File: config.mk
export PLATFORM = sky130hd
export DESIGN_NAME = led_sequencer
export DESIGN_NICKNAME = d
export VERILOG_FILES = /design/src/rtl/led_sequencer.sv
export SDC_FILE = /design/constraint.sdc
export NUM_CORES = 1
export LEC_CHECK = 0
export ABC_CLOCK_PERIOD_IN_PS = 2200
export BUFFER_PORTS_ARGS = -buffer_cell sky130_fd_sc_hd__buf_4
export CORE_MARGIN = 4
export CORE_UTILIZATION = 26
export CTS_BUF_LIST = sky130_fd_sc_hd__clkbuf_2
export DETAILED_ROUTE_END_ITERATION = 16
export PLACE_DENSITY = 0.47
export SYNTH_ARGS = -nofsm -noshare
export SYNTH_HDL_FRONTEND = slang
export SYNTH_SLANG_ARGS = --single-unit
File: constraint.sdc
create_clock -name clock -period 2.2 [get_ports clock]
set_input_delay 0.55 -clock clock [delete_from_list [all_inputs] [get_ports clock]]
set_output_delay 0.55 -clock clock [all_outputs]
set_load 0.05 [all_outputs]
File: src/rtl/led_sequencer.sv
// LED pattern sequencer: a prescaler turns the clock into a display tick,
// and each tick steps a WIDTH-bit pattern by the selected mode.
//
// Ports:
//   clock       system clock, rising edge
//   clear_n     synchronous active-low reset
//   count       prescaler enable; low freezes divider and pattern
//   mode        00 rotate-left, 01 rotate-right, 10 bounce, 11 count up
//   load        synchronous pattern load strobe
//   load_value  pattern written on load
//   Q           current pattern (registered)
//   tick        high for the cycle after each prescaler step
module led_sequencer #(
    parameter int unsigned      WIDTH           = 8,
    parameter int unsigned      CYCLES_PER_TICK = 12000000,
    parameter int unsigned      DIV_WIDTH       = 24,
    parameter logic [WIDTH-1:0] INIT_PATTERN    = WIDTH'(8'b00010001)
) (
    input  logic             clock,
    input  logic             clear_n,
    input  logic             count,
    input  logic [1:0]       mode,
    input  logic             load,
    input  logic [WIDTH-1:0] load_value,
    output logic [WIDTH-1:0] Q,
    output logic             tick
);

    typedef enum logic {
        DIR_LEFT  = 1'b0,
        DIR_RIGHT = 1'b1
    } dir_e;

    localparam logic [DIV_WIDTH-1:0] DIV_LAST =
        DIV_WIDTH'(CYCLES_PER_TICK - 1);

    logic [WIDTH-1:0]     q_q;
    logic                 tick_q;
    logic [DIV_WIDTH-1:0] div_q;
    dir_e                 dir_q;

    logic [WIDTH-1:0]     step_q_d;
    dir_e                 step_dir_d;

    // Pattern and direction that a step on this edge would produce.
    always_comb begin
        step_q_d   = q_q;
        step_dir_d = dir_q;
        unique case (mode)
            2'b00: step_q_d = {q_q[WIDTH-2:0], q_q[WIDTH-1]};
            2'b01: step_q_d = {q_q[0], q_q[WIDTH-1:1]};
            2'b10: begin
                if (q_q == '0) begin
                    // an empty bounce pattern restarts from bit 0
                    step_q_d   = WIDTH'(1);
                    step_dir_d = DIR_LEFT;
                end else if (dir_q == DIR_LEFT && q_q[WIDTH-1]) begin
                    step_q_d   = q_q >> 1;
                    step_dir_d = DIR_RIGHT;
                end else if (dir_q == DIR_RIGHT && q_q[0]) begin
                    step_q_d   = q_q << 1;
                    step_dir_d = DIR_LEFT;
                end else if (dir_q == DIR_LEFT) begin
                    step_q_d   = q_q << 1;
                end else begin
                    step_q_d   = q_q >> 1;
                end
            end
            2'b11: step_q_d = q_q + WIDTH'(1);
        endcase
    end

    always_ff @(posedge clock) begin
        if (!clear_n) begin
            q_q    <= INIT_PATTERN;
            div_q  <= '0;
            dir_q  <= DIR_LEFT;
            tick_q <= 1'b0;
        end else if (load) begin
            q_q    <= load_value;
            div_q  <= '0;
            dir_q  <= DIR_LEFT;
            tick_q <= 1'b0;
        end else if (count) begin
            if (div_q == DIV_LAST) begin
                div_q  <= '0;
                q_q    <= step_q_d;
                dir_q  <= step_dir_d;
                tick_q <= 1'b1;
            end else begin
                div_q  <= div_q + DIV_WIDTH'(1);
                tick_q <= 1'b0;
            end
        end else begin
            tick_q <= 1'b0;
        end
    end

    assign Q    = q_q;
    assign tick = tick_q;

endmodule

* Word level (Yosys, flattened, before mapping) *
Cells that the tools add are included.

operators by class
  add/subtract/negate cells = 2
  equal/unequal tests = 4
  mux-type cells = 13
  bitwise gates (word level) = 3
  reductions and logical operators = 11

operators by type and width
  operator                                        count
  2-to-1 mux 8 bit                                7
  one-hot mux 8 bit (4 select lines)              1
  adder 24 x 1 -> 24 bit (second input constant)  1
  == test 24 bit (second input constant)          1
  2-to-1 mux 24 bit                               1
  adder 8 x 1 -> 8 bit (second input constant)    1
  zero test 8 bit                                 1
  == test 2 bit (second input constant)           2
  2-to-1 mux 1 bit                                4
  AND reduction 4 bit                             1
  nonzero test 2 bit                              2
  NOT 1 bit                                       3
  nonzero test 3 bit                              1
  OR reduction 3 bit                              1
  == test 2 x 1 -> 1 bit (second input constant)  1
  logical AND 1 bit                               2
  zero test 2 bit                                 1
  AND reduction 2 bit                             1
  OR reduction 2 bit                              1

storage, ports and cells
  register bits = 34
  bits of input ports = 14
  output and inout port bits = 9

* Longest topological paths before layout *
Gate-level depths: netlist (run 1).

  word-level depth = 8
  depth in mapped cells = 8

* Worst setup path after synthesis (run 1) *
No wires, ideal clock.

  path kind = register to register
  start = register q_q[0], in the netlist Q[0]
  end = register q_q[1], in the netlist Q[1]
  arrival time = 1786 ps
  data required time = 2067 ps
  slack = 281 ps
  cell stages (with the launch flop) = 8
  clock period less this slack = 1919 ps
  path through = dfxtp_1 buf_2 inv_1 ha_1 nor4b_1 a21oi_1 a221oi_1 o221ai_1

on the way
  cells in the longest elaborated chain, start to end = 8
  elaborated cells on any way between the ends = 11
  those cells by class = 1 x add/sub; 8 x mux; 2 x reduce/logical

ends and longest elaborated chain
  what                                                          line  source
  from (decl)                                                   37    logic [WIDTH-1:0] q_q;
  from (signal assigned)                                        80    q_q <= load_value;
  from (signal assigned)                                        87    q_q <= step_q_d;
  branches (longest 4 deep; another with adder 8 x 1 -> 8 bit)  n/a
  one-hot mux 8 bit (4 select lines) *                          49    unique case (mode)
  2-to-1 mux 8 bit *                                            85    if (div_q == DIV_LAST) begin
  2-to-1 mux 8 bit *                                            84    end else if (count) begin
  2-to-1 mux 8 bit *                                            79    end else if (load) begin

Mark *: on every way between the ends. The select of a mux whose other input is x is not followed.
A chain may end at the register's enable or synchronous reset.

* Worst setup path after layout (run 1) *
  start = register div_q[0]
  end = register q_q[5], in the netlist Q[5]

on the way
  cells in the longest elaborated chain, start to end = 3

ends and longest elaborated chain
  what                                  line  source
  from (decl)                           39    logic [DIV_WIDTH-1:0] div_q;
  from (signal assigned)                91    div_q <= div_q + DIV_WIDTH'(1);
  == test 24 bit                        85
  nonzero test 2 bit (no source line)   n/a
  AND reduction 2 bit (no source line)  n/a

Every way passes these cells.

==> key figures, run 1 <==
Outcome
  – Status: finished, final reports clean

Place
  – Placer Congestion: slightly above 0.8
  – IO Port Bufs: 22
  – DP Wirelength: 3570 um

Power and ir drop
  – Switching share of power: 27.4%
  – Total chip power: approximately 1.2 mW
  – Worst IR Drop VDD: between 0.0003 and 0.0004 V
  – Int Power: just under 900 uW
  – Clk pwr share: approximately 32%
  – Power Dens Cells: 514 nW/um2
  – Share of power burned in registers: approximately 54%
  – Leakage: 0.839 nW
  – Combinational share of power: around 14%
  – Net switching power: between 300 and 400 uW

Clocking
  – CTS tree: done
  – CTS Sinks: 34
  – CTS root buffer: clkbuf_2
  – Num CTS Buffers: 5
  – Post-CTS resize count: 0
  – Setup Fix Bufs, Post-CTS: 0
  – Bufs on Longest Clock Path: 2
  – Worst-path clk slew: roughly 0.19 ns
  – CTS Hold Bufs: 0
  – Clock Latency Late Sink: about 0.38 ns
  – CTS HTree Levels: 2

Synthesis
  – Gate Count Post-Synth: between 200 and 300
  – Most instantiated cells after synthesis: dfxtp_1 (34), nor2_1 (27), nand3_1 (22)
  – Mean Syn Cell Area: approximately 8.1 um2
  – Top FF cell, synth: dfxtp_1
  – Synth warnings: 0
  – EDFF count, synth: 0
  – Yosys top cell area share: approximately a third
  – Top cell type by total area after synthesis: dfxtp_1
  – Most common cell in the netlist: dfxtp_1
  – Synth cell types: 50
  – Seq cells post-synth: 34
  – Synth area leaders: dfxtp_1 (33%), xor2_1 (6.0%), nand3_1 (5.4%), nor2_1 (5.0%), xnor2_1 (4.7%)
  – Post-synthesis async set-or-reset flop share: 0%
  – Mapped Nets: approximately 270
  – Synthesized cell area: around 2000 um2
  – Sequential share of the synthesized area: 33.5%

GRT
  – Initial antenna violation count: 0
  – GR peak layer: met2
  – GR met2 Demand/Resource: 19.4%
  – GRT Resource Usage Total: 11.5%
  – Pin count of the biggest net entering global routing: 21
  – Grt met3 use: ~2.9%
  – Met1 usage: 14.1%
  – Vias in the first global route: about 1800
  – Total gr overflow: 0
  – Global-route wire length before repair: between 8000 and 9000 um

Timing
  – Worst Tran Pin Value: 0.450 ns
  – Worst-case clock skew: about 0.034 ns
  – Crit path time final: between 1.5 and 2 ns
  – Worst slew margin: a little over two thirds
  – Final Cycle Share: 88.9%
  – Max-slew violation count: 0
  – Fmax: 511 MHz
  – Setup violations, final: 0
  – RSZ-0062 raised after global routing: false
  – Setup TNS: 0 ns
  – Fin. Hold Viols: 0

Setup path
  – Kind of critical path: register to register
  – Cells on worst reg2reg path: 7
  – R2R Path Start: div_q[0]
  – Crit path DAT: around 2.3 ns
  – Worst Path Required: between 2 and 3 ns
  – Worst R2R End: Q[5]
  – Critical path launch point type: register
  – Reg-to-reg setup timing slack: approximately 0.24 ns
  – CP Capture Type: register
  – Worst-path fanout max: 9

Finish
  – Area occupied by multi-input gates: ~1200 um2
  – Area Growth Syn to Fin: 15.7%
  – Fin nets: between 200 and 300
  – # diodes: 0
  – Fraction of layout instances using a drive strength above 1: around 16%
  – Register Area: around 680 um2
  – Fillers: just under 800

Hold path
  – Hold-critical path endpoint: Q[4]
  – Min-delay src: load_value[4]
  – Worst hold stages: 3
  – Hold WC Path Type: input pin to register

Flow run
  – Max-Cap Viols: 0

Floorplan
  – Die width: approximately 96 um
  – Starting Density: 27.5%
  – Row cnt: 31
  – Core area: 7410 um2
  – Ports: 23
  – Die height: ~96 um
  – Die area: 9300 um2

Route
  – DR pass1 iterations: 4
  – Wirelength per Cell: around 13 um
  – Drt initial violations: 47
  – DRC viols: 0
  – Final wirelength: a little under 5000 um
  – Via density: 4.96
  – Routed Antenna Nets: 0
  – Vias: approximately 1800
## cells by family (layout without fill, tap and decap cells)
family | Yosys count | in the layout | share of synthesized area [%]
xor+xnor | 25 | 25 | 10.8
flops | 34 | 34 | 33.5
simple gates | 115 | 115 | 32.7
fa+ha+maj | 3 | 3 | 1.85
buf+inv | 26 | 45 | 5.41
compound gates | 44 | 44 | 14.3
mux | 3 | 3 | 1.48
## registers in the layout (all words and copies together) (netlist names)
signal and flops:
tick 1, dir_q 1, div_q 24, Q 8
## power by group through the flow
stage / registers (mW) / logic (mW) / clock network, mW
6_report: 0.649 / 0.174 / 0.387
5_1_grt: 0.653 / 0.191 / 0.441
4_1_cts: 0.649 / 0.174 / 0.404
3_5_place_dp: 0.661 / 0.174 / 0
3_3_place_gp: 0.662 / 0.176 / 0
2_1_floorplan: 0.680 / 0.0957 / 0
## through the flow
stage	setup slack [ns]	utilization, %	cells	instance area (um2)	hold WS [ns]
final	0.243	31.8	368	2350	0.376
after CTS	0.230	31.8	368	2350	0.357
after detailed placement	0.243	31.0	361	2300	0.495
after floorplan	0.281	-	250	2030	0.471
after global placement	0.282	31.0	361	2300	0.492
after global routing	0.0315	31.8	368	2350	0.355
## worst max-delay path by stage
stage / startpoint / cells past startpoint / slack (ns) / endpoint
after floorplan: Q[0] / 7 / 0.28 / Q[1]
after global placement: div_q[0] / 7 / 0.28 / Q[3]
after detailed placement: div_q[0] / 7 / 0.24 / Q[5]
after CTS: div_q[0] / 7 / 0.23 / Q[5]
after global routing: div_q[0] / 7 / 0.03 / Q[5]
final: div_q[0] / 7 / 0.24 / Q[5]
## worst max-delay path, stage by stage (launching register included)
cell and delay (ns):
dfxtp_1 0.44, ha_1 0.27, nand4_4 0.17, or3_4 0.41
nor2b_1 0.11, buf_4 0.17, nand3_4 0.11, o221ai_1 0.23
## routing by layer
| metal | wire length (um) | vias up | part of all wire, % |
|---|---|---|---|
| met5 | 0 | - | 0 |
| met4 | 102 | 0 | 2.1 |
| met3 | 201 | 11 | 4.2 |
| met2 | 2320 | 42 | 48 |
| met1 | 2200 | 842 | 46 |
| li1 | - | 931 | - |
## cells in the final DEF (no fill, tap or decap), drive strengths merged, types with 4 or more instances in the layout
| master | count |
|---|---|
| nor3 | 8 |
| dfxtp | 34 |
| xor2 | 14 |
| and4 | 4 |
| nand4 | 8 |
| o21ai | 10 |
| a21oi | 13 |
| xnor2 | 11 |
| nand2 | 18 |
| o221ai | 5 |
| buf | 28 |
| nand3 | 24 |
| nor2b | 6 |
| inv | 10 |
| nor2 | 27 |
| clkbuf | 5 |
## area by class of cell
cell class	instances	share of cell area, %
tap	99	5.26
sequential	34	28.9
timing repair buffer	28	8.93
clock buffer	5	1.06
clock inverter	2	1.43
inverter	10	1.59
multi-input combinational	190	52.8
(Power assumes the default switching activity.)
==> inputs of run 2 (changes only) <==
==> constraint.sdc (replaced) <==
create_clock -name clock -period 2.2 [get_ports clock]
set_input_delay 0.11 -clock clock [delete_from_list [all_inputs] [get_ports clock]]
set_output_delay 0.11 -clock clock [all_outputs]
set_load 0.05 [all_outputs]
==> key figures, run 2 (synthesized netlist as in run 1, its figures left out) <==
Finish
  – # diodes: 0
  – Fillers: slightly above 800
  – Leading cell type in the layout, fill and taps excluded: dfxtp_1
  – Max reg flops: 24
  – Fraction of layout instances using a drive strength above 1: ~16%
  – Area Growth Syn to Fin: 19.8%
  – Most frequent cells in the layout: dfxtp_1 (34), buf_4 (28), nor2_1 (27), nand3_1 (22), nand2_1 (18)
  – Register Area: between 600 and 700 um2
  – Fin nets: approximately 300
  – Most flops, register: div_q
  – Area occupied by multi-input gates: about 1200 um2
  – Utilization after layout: between 30% and 40%

Timing
  – RSZ-0062 raised after global routing: false
  – Fin. Hold Viols: 0
  – Fmax: 510 MHz
  – Setup TNS: 0 ns
  – Setup violations, final: 0
  – PnR worst setup slack: approximately 0.24 ns
  – Worst-case clock skew: 0.00839 ns
  – Hold WS: around 0.033 ns
  – Worst Tran Pin Value: ~0.46 ns
  – Worst slew margin: between 60 and 70%
  – Final Cycle Share: around nine tenths
  – Crit path time final: about 2.0 ns
  – Max-slew violation count: 0

Clocking
  – CTS tree: done
  – Post-CTS resize count: 0
  – CTS root buffer: clkbuf_2
  – Setup Fix Bufs, Post-CTS: 0
  – Bufs on Longest Clock Path: 2
  – CTS HTree Levels: 2
  – Clock Latency Late Sink: about 0.38 ns
  – Num CTS Buffers: 5
  – Worst-path clk slew: 0.19 ns
  – CTS Sinks: 34

Route
  – DRC viols: 0
  – Routed Antenna Nets: 0
  – Vias: 1850
  – Via density: just under 5
  – Final wirelength: 5090 um
  – DR pass1 iterations: 4
  – Wirelength per Cell: roughly 13 um
  – Drt initial violations: 49

Floorplan
  – Die width: a little under 100 um
  – Die area: 9300 um2
  – Ports: 23
  – Core area: 7410 um2
  – Starting Density: a little over a quarter
  – Row cnt: 31
  – Die height: just under 100 um

Power and ir drop
  – Combinational share of power: 16.6%
  – Clk pwr share: 26.3%
  – Int Power: around 780 uW
  – Total chip power: 1.14 mW
  – Net switching power: roughly 360 uW
  – Share of power burned in registers: between 50% and 60%
  – Leakage: 0.869 nW
  – Power Dens Cells: roughly 470 nW/um2
  – Switching share of power: 31.5%
  – Worst IR Drop VDD: between 0.00015 and 0.0002 V

Flow run
  – Max-Cap Viols: 0

Place
  – Placer Congestion: around 0.84
  – Pre-CTS WS: 0.264 ns
  – DP Wirelength: approximately 3700 um
  – IO Port Bufs: 22

Setup path
  – Crit path DAT: around 2.3 ns
  – Critical path launch point type: register
  – Worst Path Required: 2.52 ns
  – CP Capture Type: register
  – Worst-path fanout max: 9
  – Kind of critical path: register to register

Hold path
  – Hold WC Path Type: input pin to register

GRT
  – Vias in the first global route: 1833
  – GRT Resource Usage Total: 12.2%
  – Initial antenna violation count: 0
  – Pin count of the biggest net entering global routing: 21
  – Global-route wire length before repair: a little under 9000 um
  – Total gr overflow: 0

Outcome
  – Status: finished, final reports clean
-- run 2: cell count changes in the layout (fill, tap and decap cells not counted), sizes merged --
cell and delta:
clkinvlp +1, clkinv +1, dlygate4sd3 +10, bufinv -1
-- run 2: critical path: stages, from the launching register on --
cell and delay [ns]:
dfxtp_1 0.43, ha_1 0.27, nand4_4 0.18, or3_4 0.41, nor2b_1 0.12, buf_4 0.18, nand3_4 0.11, o221ai_1 0.21
-- run 2: power by group through the flow --
stage               combinational (mW)  clock [mW]  sequential (mW)
global route                     0.207       0.342            0.653
detailed placement               0.175           0            0.662
CTS                              0.190       0.318            0.650
finish                           0.188       0.299            0.650
floorplan                       0.0957           0            0.680
global placement                 0.177           0            0.663
-- run 2: path summary, 6_finish.rpt --
| path | cells after the start | slack (ns) | from | end |
|---|---|---|---|---|
| max reg2reg | 7 | 0.24 | div_q[0] | Q[1] |
| min | 3 | 0.03 | load | Q[4] |
| max | 7 | 0.24 | div_q[0] | Q[1] |
| min reg2reg | 2 | 0.53 | div_q[1] | div_q[1] |
-- run 2: metrics by stage --
stage	instance area (um2)	instances
after CTS	2440	379
after detailed placement	2300	361
after global routing	2440	379
after floorplan	2030	250
after global placement	2300	361
final	2440	379
-- run 2: final cells by class --
type | instances | area share (%)
sequential | 34 | 27.9
timing repair buffer | 38 | 12.7
clock buffer | 5 | 1.03
tap | 99 | 5.08
clock inverter | 3 | 0.667
multi-input combinational | 190 | 51.0
inverter | 10 | 1.54
-- run 2: layer usage --
layer	global-route usage [%]	routed length, um	up-vias	part of all wire (%)
met1	15.1	2320	864	46
met3	2.94	187	6	3.7
met5	0	0	-	0
met2	20.6	2510	27	49
met4	4.44	80	0	1.6
li1	-	-	953	-
-- run 2: timing repair --
| item | CTS | global route |
|---|---|---|
| hold buffers | 10 | 0 |
| endpoints found under the hold margin | 8 | 0 |
| setup endpoints to repair | 0 | 0 |
==> inputs of run 3 (changes only) <==
--- a/config.mk
+++ b/config.mk
@@ -5,7 +5,7 @@
 export SDC_FILE = /design/constraint.sdc
 export NUM_CORES = 1
 export LEC_CHECK = 0
-export ABC_CLOCK_PERIOD_IN_PS = 2200
+export ABC_CLOCK_PERIOD_IN_PS = 2500
 export BUFFER_PORTS_ARGS = -buffer_cell sky130_fd_sc_hd__buf_4
 export CORE_MARGIN = 4
 export CORE_UTILIZATION = 26
==> constraint.sdc (replaced) <==
create_clock -name clock -period 2.5 [get_ports clock]
set_input_delay 0.125 -clock clock [delete_from_list [all_inputs] [get_ports clock]]
set_output_delay 0.125 -clock clock [all_outputs]
set_load 0.05 [all_outputs]
==> key figures, run 3 (synthesized netlist as in run 1, its figures left out) <==
Outcome
  – Status: finished, final reports clean

Route
  – Via density: about 4.9
  – Final wirelength: 4930 um
  – Routed Antenna Nets: 0
  – Vias: about 1800
  – DR pass1 iterations: 4
  – Drt initial violations: 63
  – DRC viols: 0
  – Wirelength per Cell: ~13 um

Clocking
  – CTS Hold Bufs: 7
  – Num CTS Buffers: 5
  – CTS Sinks: 34
  – Clock Latency Late Sink: 0.37 ns
  – Post-CTS resize count: 0
  – Bufs on Longest Clock Path: 2
  – CTS HTree Levels: 2
  – Setup Fix Bufs, Post-CTS: 0
  – Worst-path clk slew: about 0.18 ns
  – CTS tree: done
  – CTS root buffer: clkbuf_2

GRT
  – Pin count of the biggest net entering global routing: 21
  – Vias in the first global route: approximately 1800
  – GRT Resource Usage Total: 11.8%
  – Total gr overflow: 0
  – Initial antenna violation count: 0
  – Global-route wire length before repair: slightly below 9000 um

Floorplan
  – Die height: approximately 96 um
  – Starting Density: between 20% and 30%
  – Die width: a little under 100 um
  – Core area: around 7400 um2
  – Row cnt: 31
  – Ports: 23
  – Die area: ~9300 um2

Timing
  – Crit path time final: about 2.0 ns
  – Hold WS: between 0.04 and 0.05 ns
  – Worst-case clock skew: around 0.019 ns
  – Worst Tran Pin Value: between 0.5 and 0.6 ns
  – Max-slew violation count: 0
  – RSZ-0062 raised after global routing: false
  – Worst slew margin: a little under two thirds
  – Fmax: approximately 510 MHz
  – PnR worst setup slack: approximately 0.52 ns
  – Setup violations, final: 0
  – Setup TNS: 0 ns
  – Final Cycle Share: approximately four fifths
  – Fin. Hold Viols: 0

Power and ir drop
  – Int Power: roughly 800 uW
  – Net switching power: ~290 uW
  – Leakage: between 0.8 and 0.9 nW
  – Clk pwr share: 33.0%
  – Worst IR Drop VDD: between 0.0002 and 0.0003 V
  – Share of power burned in registers: roughly 53%
  – Total chip power: between 1 and 1.5 mW
  – Combinational share of power: 14.4%
  – Power Dens Cells: ~450 nW/um2
  – Switching share of power: between 20% and 30%

Place
  – Placer Congestion: between 0.7 and 0.8
  – IO Port Bufs: 22
  – Post-DP Area: about 2300 um2
  – Pre-CTS WS: between 0.5 and 0.6 ns
  – DP Wirelength: ~3600 um

Finish
  – Fillers: 792
  – Design Area, Final: ~2400 um2
  – Leading cell type in the layout, fill and taps excluded: dfxtp_1
  – Area Growth Syn to Fin: 18.5%
  – Most frequent cells in the layout: dfxtp_1 (34), nor2_1 (27), buf_4 (24), nand3_1 (22), nand2_1 (18)
  – Max reg flops: 24
  – Fraction of layout instances using a drive strength above 1: around 15%
  – Fin nets: 290
  – Most flops, register: div_q
  – # diodes: 0

Setup path
  – Crit path DAT: roughly 2.3 ns
  – Worst R2R End: Q[5]
  – Worst path slowest cell: dfxtp_1
  – Critical Path Max Stage Delay: ~0.42 ns
  – R2R Path Start: div_q[1]
  – CP Capture Type: register
  – Crit path cell chain: ha_1 > nand4_4 > or3_4 > nor2b_1 > buf_4 > nand3_4 > o221ai_1
  – Crit path depth: 7
  – Largest delay share family, worst path: simple AND/OR/NAND/NOR gates
  – Worst-path fanout max: 9
  – Crit path from: div_q[1]
  – CP endpoint: Q[5]
  – Critical path launch point type: register
  – Kind of critical path: register to register
  – Reg-to-reg setup timing slack: between 0.5 and 0.6 ns
  – Cells on worst reg2reg path: 7
  – Buf+Inv Stages, Crit Path: 1
  – Worst Path Required: 2.80 ns

Flow run
  – Max-Cap Viols: 0

Hold path
  – Hold WC Path Type: input pin to register
-- run 3: worst min path at each step --
stage	slack (ns)	from	end	cells after the start
after floorplan	0.26	load_value[6]	Q[6]	2
after global placement	0.36	load_value[6]	Q[6]	3
after detailed placement	0.36	load_value[6]	Q[6]	3
after CTS	0.009	count	div_q[1]	3
after global routing	0.004	clear_n	Q[4]	2
final	0.05	clear_n	Q[4]	2
-- run 3: per-stage QoR --
step                util [%]  std cells
floorplan                  -        250
global placement        30.6        357
detailed placement      30.6        357
CTS                     32.4        372
global route            32.5        373
finish                  32.5        373
-- run 3: final cells by class --
| class | count | area, um2 | area share [%] |
|---|---|---|---|
| clock buffers | 7 | 35.0 | 1.45 |
| clock inverters | 1 | 30.0 | 1.25 |
| inverters | 10 | 37.5 | 1.56 |
| multi-input cells | 190 | 1240 | 51.6 |
| flip-flops and latches | 34 | 681 | 28.2 |
| well taps | 99 | 124 | 5.14 |
| repair buffers | 32 | 260 | 10.8 |
-- run 3: worst reg2reg max path: stages (launching register included) --
cell      delay [ns]
dfxtp_1         0.42
ha_1            0.26
nand4_4         0.18
or3_4           0.41
nor2b_1         0.12
buf_4           0.18
nand3_4         0.12
o221ai_1        0.23
-- run 3: metal layers --
layer / up-vias / part of all wire, % / global-route usage [%]
met5: - / 0 / 0
met3: 5 / 4.1 / 2.71
li1: 935 / - / -
met4: 0 / 1.1 / 3.15
met1: 859 / 47 / 14.8
met2: 30 / 47 / 20.4
-- run 3: power by group through the flow --
| stage | clock [mW] | sequential (mW) | combinational [mW] |
|---|---|---|---|
| finish | 0.360 | 0.574 | 0.157 |
| detailed placement | 0 | 0.585 | 0.147 |
| global route | 0.410 | 0.577 | 0.171 |
| CTS | 0.381 | 0.574 | 0.157 |
| global placement | 0 | 0.585 | 0.149 |
| floorplan | 0 | 0.598 | 0.0842 |
